`src/rtl/mips_ctrl_pkg.sv`:
```
// Shared constants, state encoding and decode helpers for the multicycle MIPS control unit.
// Build option MIPS_CTRL_ADDI_EN adds the ADDIEX/ADDIWB states and accepts opcode 001000.
package mips_ctrl_pkg;

  localparam logic [5:0] OP_RTYPE = 6'b000000;
  localparam logic [5:0] OP_LW    = 6'b100011;
  localparam logic [5:0] OP_SW    = 6'b101011;
  localparam logic [5:0] OP_BEQ   = 6'b000100;
  localparam logic [5:0] OP_J     = 6'b000010;
  localparam logic [5:0] OP_ADDI  = 6'b001000;

  localparam logic [5:0] FN_ADD = 6'b100000;
  localparam logic [5:0] FN_SUB = 6'b100010;
  localparam logic [5:0] FN_AND = 6'b100100;
  localparam logic [5:0] FN_OR  = 6'b100101;
  localparam logic [5:0] FN_SLT = 6'b101010;

  localparam logic [1:0] ALUOP_ADD   = 2'b00;
  localparam logic [1:0] ALUOP_SUB   = 2'b01;
  localparam logic [1:0] ALUOP_FUNCT = 2'b10;

  localparam logic [2:0] ALUCTL_AND = 3'b000;
  localparam logic [2:0] ALUCTL_OR  = 3'b001;
  localparam logic [2:0] ALUCTL_ADD = 3'b010;
  localparam logic [2:0] ALUCTL_SUB = 3'b110;
  localparam logic [2:0] ALUCTL_SLT = 3'b111;

  localparam logic [1:0] SRCB_REG  = 2'b00;
  localparam logic [1:0] SRCB_FOUR = 2'b01;
  localparam logic [1:0] SRCB_IMM  = 2'b10;
  localparam logic [1:0] SRCB_BOFS = 2'b11;

  localparam logic [1:0] PCSRC_ALU  = 2'b00;
  localparam logic [1:0] PCSRC_OUT  = 2'b01;
  localparam logic [1:0] PCSRC_JUMP = 2'b10;

  typedef enum logic [3:0] {
    S_FETCH  = 4'd0,
    S_DECODE = 4'd1,
    S_MEMADR = 4'd2,
    S_MEMRD  = 4'd3,
    S_MEMWB  = 4'd4,
    S_MEMWR  = 4'd5,
    S_EXEC   = 4'd6,
    S_ALUWB  = 4'd7,
    S_BRANCH = 4'd8,
`ifdef MIPS_CTRL_ADDI_EN
    S_ADDIEX = 4'd9,
    S_ADDIWB = 4'd10,
`endif
    S_JUMP   = 4'd11
  } state_t;

  typedef struct packed {
    logic       pc_write;
    logic       pc_write_cond;
    logic       i_or_d;
    logic       mem_read;
    logic       mem_write;
    logic       ir_write;
    logic       mem_to_reg;
    logic       reg_dst;
    logic       reg_write;
    logic       alu_src_a;
    logic [1:0] alu_src_b;
    logic [1:0] pc_source;
    logic [1:0] alu_op;
  } ctrl_t;

  function automatic logic op_supported(input logic [5:0] op);
    logic ok;
    ok = (op == OP_LW) || (op == OP_SW) || (op == OP_RTYPE) ||
         (op == OP_BEQ) || (op == OP_J);
`ifdef MIPS_CTRL_ADDI_EN
    ok = ok || (op == OP_ADDI);
`endif
    return ok;
  endfunction

  function automatic state_t next_state(input state_t s, input logic [5:0] op);
    state_t nxt;
    nxt = S_FETCH;
    case (s)
      S_FETCH: nxt = S_DECODE;
      S_DECODE: begin
        case (op)
          OP_LW, OP_SW: nxt = S_MEMADR;
          OP_RTYPE:     nxt = S_EXEC;
          OP_BEQ:       nxt = S_BRANCH;
          OP_J:         nxt = S_JUMP;
`ifdef MIPS_CTRL_ADDI_EN
          OP_ADDI:      nxt = S_ADDIEX;
`endif
          default:      nxt = S_FETCH;
        endcase
      end
      S_MEMADR: nxt = (op == OP_LW) ? S_MEMRD : S_MEMWR;
      S_MEMRD:  nxt = S_MEMWB;
      S_EXEC:   nxt = S_ALUWB;
`ifdef MIPS_CTRL_ADDI_EN
      S_ADDIEX: nxt = S_ADDIWB;
`endif
      // Write-back, branch, jump and the unused encodings all end the instruction.
      default:  nxt = S_FETCH;
    endcase
    return nxt;
  endfunction

  function automatic ctrl_t ctrl_decode(input state_t s);
    ctrl_t c;
    c = '0;
    case (s)
      S_FETCH: begin
        c.mem_read  = 1'b1;
        c.ir_write  = 1'b1;
        c.alu_src_b = SRCB_FOUR;
        c.alu_op    = ALUOP_ADD;
        c.pc_write  = 1'b1;
        c.pc_source = PCSRC_ALU;
      end
      S_DECODE: begin
        c.alu_src_b = SRCB_BOFS;
        c.alu_op    = ALUOP_ADD;
      end
      S_MEMADR: begin
        c.alu_src_a = 1'b1;
        c.alu_src_b = SRCB_IMM;
      end
      S_MEMRD: begin
        c.mem_read = 1'b1;
        c.i_or_d   = 1'b1;
      end
      S_MEMWB: begin
        c.reg_write  = 1'b1;
        c.mem_to_reg = 1'b1;
      end
      S_MEMWR: begin
        c.mem_write = 1'b1;
        c.i_or_d    = 1'b1;
      end
      S_EXEC: begin
        c.alu_src_a = 1'b1;
        c.alu_src_b = SRCB_REG;
        c.alu_op    = ALUOP_FUNCT;
      end
      S_ALUWB: begin
        c.reg_write = 1'b1;
        c.reg_dst   = 1'b1;
      end
      S_BRANCH: begin
        c.alu_src_a     = 1'b1;
        c.alu_src_b     = SRCB_REG;
        c.alu_op        = ALUOP_SUB;
        c.pc_write_cond = 1'b1;
        c.pc_source     = PCSRC_OUT;
      end
`ifdef MIPS_CTRL_ADDI_EN
      S_ADDIEX: begin
        c.alu_src_a = 1'b1;
        c.alu_src_b = SRCB_IMM;
        c.alu_op    = ALUOP_ADD;
      end
      S_ADDIWB: begin
        c.reg_write = 1'b1;
      end
`endif
      S_JUMP: begin
        c.pc_write  = 1'b1;
        c.pc_source = PCSRC_JUMP;
      end
      default: c = '0;
    endcase
    return c;
  endfunction

endpackage

```
`src/rtl/mips_alu_decoder.sv`:
```
// ALU operation decoder: maps the control unit's ALU op and the R-type funct field
// to the ALU control code.
module mips_alu_decoder
  import mips_ctrl_pkg::*;
#(
  parameter int ALUCTRL_W = 3
) (
  input  logic [1:0]           i_alu_op,
  input  logic [5:0]           i_funct,
  output logic [ALUCTRL_W-1:0] o_alu_control
);

  logic [2:0] w_ctl;

  always_comb begin
    w_ctl = ALUCTL_ADD;
    case (i_alu_op)
      ALUOP_SUB: w_ctl = ALUCTL_SUB;
      ALUOP_FUNCT: begin
        case (i_funct)
          FN_ADD:  w_ctl = ALUCTL_ADD;
          FN_SUB:  w_ctl = ALUCTL_SUB;
          FN_AND:  w_ctl = ALUCTL_AND;
          FN_OR:   w_ctl = ALUCTL_OR;
          FN_SLT:  w_ctl = ALUCTL_SLT;
          default: w_ctl = ALUCTL_ADD;
        endcase
      end
      default: w_ctl = ALUCTL_ADD;
    endcase
  end

  assign o_alu_control = ALUCTRL_W'(w_ctl);

endmodule

```
`src/rtl/mips_mc_control.sv`:
```
// Multicycle MIPS control unit (Moore FSM); MIPS_CTRL_ADDI_EN enables addi support.
// Strobe/select outputs are registered from the next state; reset masks the strobes.
module mips_mc_control
  import mips_ctrl_pkg::*;
#(
  parameter int ALUCTRL_W = 3
) (
  input  logic                 clock,
  input  logic                 reset,
  input  logic [5:0]           opcode,
  input  logic [5:0]           funct,
  input  logic                 zero,
  output logic                 pc_en,
  output logic                 i_or_d,
  output logic                 mem_read,
  output logic                 mem_write,
  output logic                 ir_write,
  output logic                 mem_to_reg,
  output logic                 reg_dst,
  output logic                 reg_write,
  output logic                 alu_src_a,
  output logic [1:0]           alu_src_b,
  output logic [1:0]           pc_source,
  output logic [ALUCTRL_W-1:0] alu_control,
  output logic [3:0]           state_o,
  output logic                 illegal_op
);

  state_t r_state;
  ctrl_t  r_ctrl;
  state_t w_state_nxt;
  logic   w_run;

  assign w_state_nxt = next_state(r_state, opcode);

  // Outputs are loaded together with the state so they are glitch-free registers.
  always_ff @(posedge clock or posedge reset) begin
    if (reset) begin
      r_state <= S_FETCH;
      r_ctrl  <= ctrl_decode(S_FETCH);
    end else begin
      r_state <= w_state_nxt;
      r_ctrl  <= ctrl_decode(w_state_nxt);
    end
  end

  assign w_run = ~reset;

  assign i_or_d     = r_ctrl.i_or_d;
  assign mem_read   = r_ctrl.mem_read  & w_run;
  assign mem_write  = r_ctrl.mem_write & w_run;
  assign ir_write   = r_ctrl.ir_write  & w_run;
  assign reg_write  = r_ctrl.reg_write & w_run;
  assign mem_to_reg = r_ctrl.mem_to_reg;
  assign reg_dst    = r_ctrl.reg_dst;
  assign alu_src_a  = r_ctrl.alu_src_a;
  assign alu_src_b  = r_ctrl.alu_src_b;
  assign pc_source  = r_ctrl.pc_source;
  assign state_o    = r_state;

  assign pc_en = w_run & (r_ctrl.pc_write | (r_ctrl.pc_write_cond & zero));

  assign illegal_op = w_run & (r_state == S_DECODE) & ~op_supported(opcode);

  mips_alu_decoder #(
    .ALUCTRL_W (ALUCTRL_W)
  ) u_alu_dec (
    .i_alu_op      (r_ctrl.alu_op),
    .i_funct       (funct),
    .o_alu_control (alu_control)
  );

endmodule

```
`config.mk`:
```
export PLATFORM = sky130hd
export DESIGN_NAME = mips_mc_control
export DESIGN_NICKNAME = d
export VERILOG_FILES = /design/src/rtl/mips_ctrl_pkg.sv /design/src/rtl/mips_alu_decoder.sv /design/src/rtl/mips_mc_control.sv
export SDC_FILE = /design/constraint.sdc
export NUM_CORES = 1
export LEC_CHECK = 0
export CAP_MARGIN = 10
export CELL_PAD_IN_SITES_DETAIL_PLACEMENT = 1
export CELL_PAD_IN_SITES_GLOBAL_PLACEMENT = 2
export CORE_ASPECT_RATIO = 0.7
export CORE_MARGIN = 2
export CORE_UTILIZATION = 28
export CTS_CLUSTER_SIZE = 16
export DETAILED_ROUTE_END_ITERATION = 10
export PLACE_DENSITY = 0.8
export REMOVE_ABC_BUFFERS = 1
export SKIP_CTS_REPAIR_TIMING = 1
export SLEW_MARGIN = 10
export SYNTH_ARGS = -nofsm -noshare
export SYNTH_HDL_FRONTEND = slang
export SYNTH_HIERARCHICAL = 1
export SYNTH_SLANG_ARGS = --single-unit
```
`constraint.sdc`:
```
create_clock -name clock -period 2.4 [get_ports clock]
set_clock_uncertainty 0.1 [all_clocks]
set_input_delay 0.36 -clock clock [delete_from_list [all_inputs] [get_ports clock]]
set_output_delay 0.36 -clock clock [all_outputs]
set_load 0.02 [all_outputs]
```
# == Word-level counts from Yosys, hierarchy flattened ==
# Index checks and enable logic that the tools add are counted.
# op_classes
n_eq_ne,23
muxes,18
reduce_logical,13
bitwise_logic,11
# op_table
op,count
$eq 6x6->1 const B,6
$eq 4x3->1 const B,5
$pmux 4 s5,1
$eq 4x2->1 const B,4
$pmux 4 s4,1
$pmux 3 s4,1
$mux 1,10
$reduce_or 2->1,5
$and 1x1->1,8
$eq 4x1->1 const B,2
$eq 4x4->1 const B,2
$logic_not 4->1,2
$pmux 2 s2,2
$eq 6x2->1 const B,1
$eq 6x3->1 const B,1
$logic_not 6->1,1
$pmux 2 s3,1
$pmux 3 s2,1
$logic_or 1x1->1,4
$mux 3,1
$reduce_or 3->1,1
$eq 2x1->1 const B,1
$eq 2x2->1 const B,1
$not 1->1,2
$or 1x1->1,1
# totals
elab_cells,79
output_inout_bits,21
input_bits,15
reg_bits,20

# == Depth between registers and ports, before layout ==
# depth
ltp_word,7
depth_mapped,6

# == By module ==
# The synthesis kept the hierarchy.
# modules_own_cells
mod,area_per_inst_um2,instances,seq_area_each_um2,cells_each
mips_mc_control,910.9,1,480.5,83
mips_alu_decoder,118.9,1,0.0,15

# == Worst setup path after synthesis ==
# OpenSTA, ideal clock, no wires.
# synth_timing
path_type,reg-to-output
startpoint,register r_state[2] (netlist: state_o[2])
endpoint,output illegal_op
t_required_ns,1.940
path_buffers,1
setup_slack_ns,0.289
t_arrival_ns,1.651
path_stages_with_launch,4
path_cell_list,dfrtp_1 buf_2 nor4b_4 nor4bb_1
# synth_between
elab_chain_cells,3
# synth_lines
element,line_no,text
start: declaration,mips_mc_control.sv:29,state_t r_state;
start signal: assignment,mips_mc_control.sv:42,r_state <= w_state_nxt;
$eq 4x1->1,mips_mc_control.sv:63,assign illegal_op = w_run & (r_state == S_DECODE) & ~op_supported(opcode);
$and 1x1->1 (2 in series),mips_mc_control.sv:63,
end: declaration,mips_mc_control.sv:26,output logic illegal_op
# Every way passes these cells.

# == Worst setup path after layout ==
# layout_timing
startpoint,input opcode[0]
endpoint,output illegal_op
# layout_between
elab_chain_cells,7
elab_cells_between_ends,11
# layout_lines
element,line_no,text
start: declaration,mips_mc_control.sv:10,"input logic [5:0] opcode,"
$eq 6x6->1,mips_ctrl_pkg.sv:72,ok = (op == OP_LW) || (op == OP_SW) || (op == OP_RTYPE) ||
$logic_or 1x1->1 (3 in series),mips_ctrl_pkg.sv:72,
$logic_or 1x1->1 *,mips_ctrl_pkg.sv:73,(op == OP_BEQ) || (op == OP_J);
$not 1->1 *,mips_mc_control.sv:63,
$and 1x1->1 *,mips_mc_control.sv:63,
# Mark *: on every way between the ends. The rest lies on a longest branch, timed or not.

==> qor.csv <==
metric;value;unit
final hold vios;0;
CTS tree;built;
clock sink total;19;
Area Overhead vs Synth;52.86;%
largest area contributor in the netlist;dfrtp_1;
largest net degree at the start of global routing;20;
most numerous cell in the Yosys netlist;dfrtp_1;
Clock Tree Buf Depth;2;
number of flip-flops in the largest register;8;
Residual DRC;0;
Crit-path slowest cell;or4_4;
WHS;0.5536;ns
clock latency on the worst-skew pair;0.25;ns
GRT Resource Usage Total;0.1400;
Power Density;671.4;mW/mm^2
Yosys reg bits;19;
leakage;0.7442;nW
most common library cells after synthesis;dfrtp_1, inv_1, a21oi_1, nor2_1, nor2b_1;
Final Util;0.4480;
FILL cells;400;
global placer's final weighted congestion;0.8825;
Die X;76.48;um
ys async rst share;1.000;
Sw Ratio;0.3154;
multi-input logic area;474.2;um^2
Reg power frac;0.387;
Nets;164;
TritonCTS Buffers;3;
vias;915;
Seq/Total Area, Yosys;0.4666;
die span in y;54.74;um
core area;0.003513;mm^2
unrepaired setup endpoints after global routing;no;
Comb power frac;0.408;
Crit Path Class;in -> out;
H-tree depth;1;
Yosys top cell area share;0.3645;
DIE AREA;0.004186;mm^2
std cell rows;18;
syn_area_per_cell;10.51;um^2
vias in the first global route;940;
WP data required;1.94;ns
wire per inst;13.51;um
largest cells by area after synthesis;dfrtp_1, dfstp_2, nor2b_1, a21oi_1, buf_4;
Tot Pwr;1.057;mW
Routed WL;2647;um
worst-path maximum fanout;4;
IO Port Bufs;35;
dpl hpwl;2214;um
relative slew slack;0.7025;
layout cells sized above 1;0.2466;
Pre-antenna DRT Iters;4;
worst r2r path cells;6;
synth unique cells;44;
DRT iter0 DRCs;24;
CP Cell Sequence;clkdlybuf4s50_1, or4_4, nor2_4, nor4bb_1, dlymetal6s2s_1;
Final Cell Area;0.001574;mm^2
synthesized instance count;98;
number of synthesized flops with an enable pin;0;
number of diodes;0;
post-route minimum period;2.232;ns
first-pass GRT wire length;4485;um
Clock power frac;0.205;
Yosys warning count;6;
crit-path leading delay family;simple AND/OR/NAND/NOR gates;
NetSw;0.3333;mW
critical path launch point type;input port;
worst-margin pin slew;0.4428;ns
CP Buf/Inv Count;2;
Worst path max stage delay;0.57;ns
Internal;0.7234;mW
Most flops, register;r_ctrl;
Slew Limit Fails;0;
Reg clk slew, reported paths;0.07;ns
Root Driver;clkbuf_8;
Placed Area;0.001518;mm^2
vias per cell;4.668;
final setup fails;0;
worst hold path type;in -> async;
Register Area;480.5;um^2
VDD IR-drop max;0.5338;mV
IO Count;36;
critical path data arrival time;1.77;ns
critical path depth in cells;5;
synthesized area;0.001030;mm^2
initial antenna violation count;0;
fmax;0.4480;GHz
Initial Utilization;0.2931;
critical path endpoint category;output port;
Routed Antenna Nets;0;
Max Cap Viol;0;
period utilisation layout;0.9301;
gr ovfl total;0;
main flop type after synthesis;dfrtp_1;
outcome;finished clean;
==> final timing paths <==
| path | startpoint | to | slack (ns) |
|---|---|---|---|
| min in group clock | state_o[2] | mem_to_reg | 0.59 |
| worst max-delay path | opcode[0] | illegal_op | 0.17 |
| worst min register to register | state_o[2] | mem_to_reg | 0.59 |
| worst min-delay path | reset | i_or_d | 0.55 |
| worst max register to register | state_o[3] | alu_src_b[1] | 0.57 |
| max in group asynchronous | reset | alu_src_b[0] | 1.39 |
==> stage by stage <==
step	TNS, ns	instances	setup slack, ns
2_1_floorplan	0	91	0.3277
4_1_cts	-0.4484	196	-0.2363
6_report	0	196	0.1678
3_5_place_dp	-0.2653	192	-0.2363
3_3_place_gp	-0.1891	192	-0.1891
5_1_grt	0	196	0.05928
==> worst min-delay path, cell delays in order <==
cell and delay (ns):
clkdlybuf4s50_1 0.45, buf_4 0.18, inv_1 0.05, buf_4 0.24
==> cells in the final DEF (no fill, tap or decap), types with 2 or more instances in the layout <==
| master | instances |
|---|---|
| dlymetal6s2s_1 | 4 |
| nand4bb_1 | 2 |
| inv_1 | 7 |
| and2_1 | 2 |
| buf_4 | 16 |
| clkdlybuf4s50_1 | 31 |
| o21ai_2 | 2 |
| nand2b_1 | 2 |
| dfstp_2 | 4 |
| nor3_1 | 3 |
| a21oi_1 | 6 |
| nor2_1 | 6 |
| clkbuf_8 | 3 |
| nor2b_1 | 6 |
| and3_1 | 3 |
| dfrtp_1 | 15 |
| nand2_1 | 3 |
| ha_1 | 2 |
| nor4b_1 | 2 |
==> power groups by stage <==
stage / sequential, mW / combinational (mW) / clock, mW
3_5_place_dp: 0.416 / 0.437 / 0
4_1_cts: 0.410 / 0.439 / 0.226
3_3_place_gp: 0.413 / 0.421 / 0
6_report: 0.409 / 0.431 / 0.217
2_1_floorplan: 0.456 / 0.182 / 0
5_1_grt: 0.413 / 0.470 / 0.248
==> metal layers <==
layer | wire, um | global-route usage | vias up
li1 | - | - | 435
met1 | 1226 | 0.1655 | 450
met2 | 1291 | 0.2611 | 26
met3 | 106 | 0.03795 | 4
met4 | 23 | 0.03636 | 0
met5 | 0 | 0 | -
==> cell families after synthesis <==
kind of cell | after synthesis | share of synthesized area
and+or+nand+nor | 42 | 0.2916
DFF | 19 | 0.4666
AOI/OAI and AO/OA | 18 | 0.1252
buffers and inverters | 15 | 0.07290
adders and majority gates | 2 | 0.02430
xor gates and xnor gates | 1 | 0.008507
muxes | 1 | 0.01093
==> cell type report <==
cell class / count / share of cell area
Sequential cell: 19 / 0.3052
Clock buffer: 3 / 0.02623
Multi-Input combinational cell: 64 / 0.3013
Clock inverter: 1 / 0.003180
Timing Repair Buffer: 51 / 0.3052
Tap cell: 50 / 0.03975
Inverter: 8 / 0.01908
(Power assumes the default switching activity.)
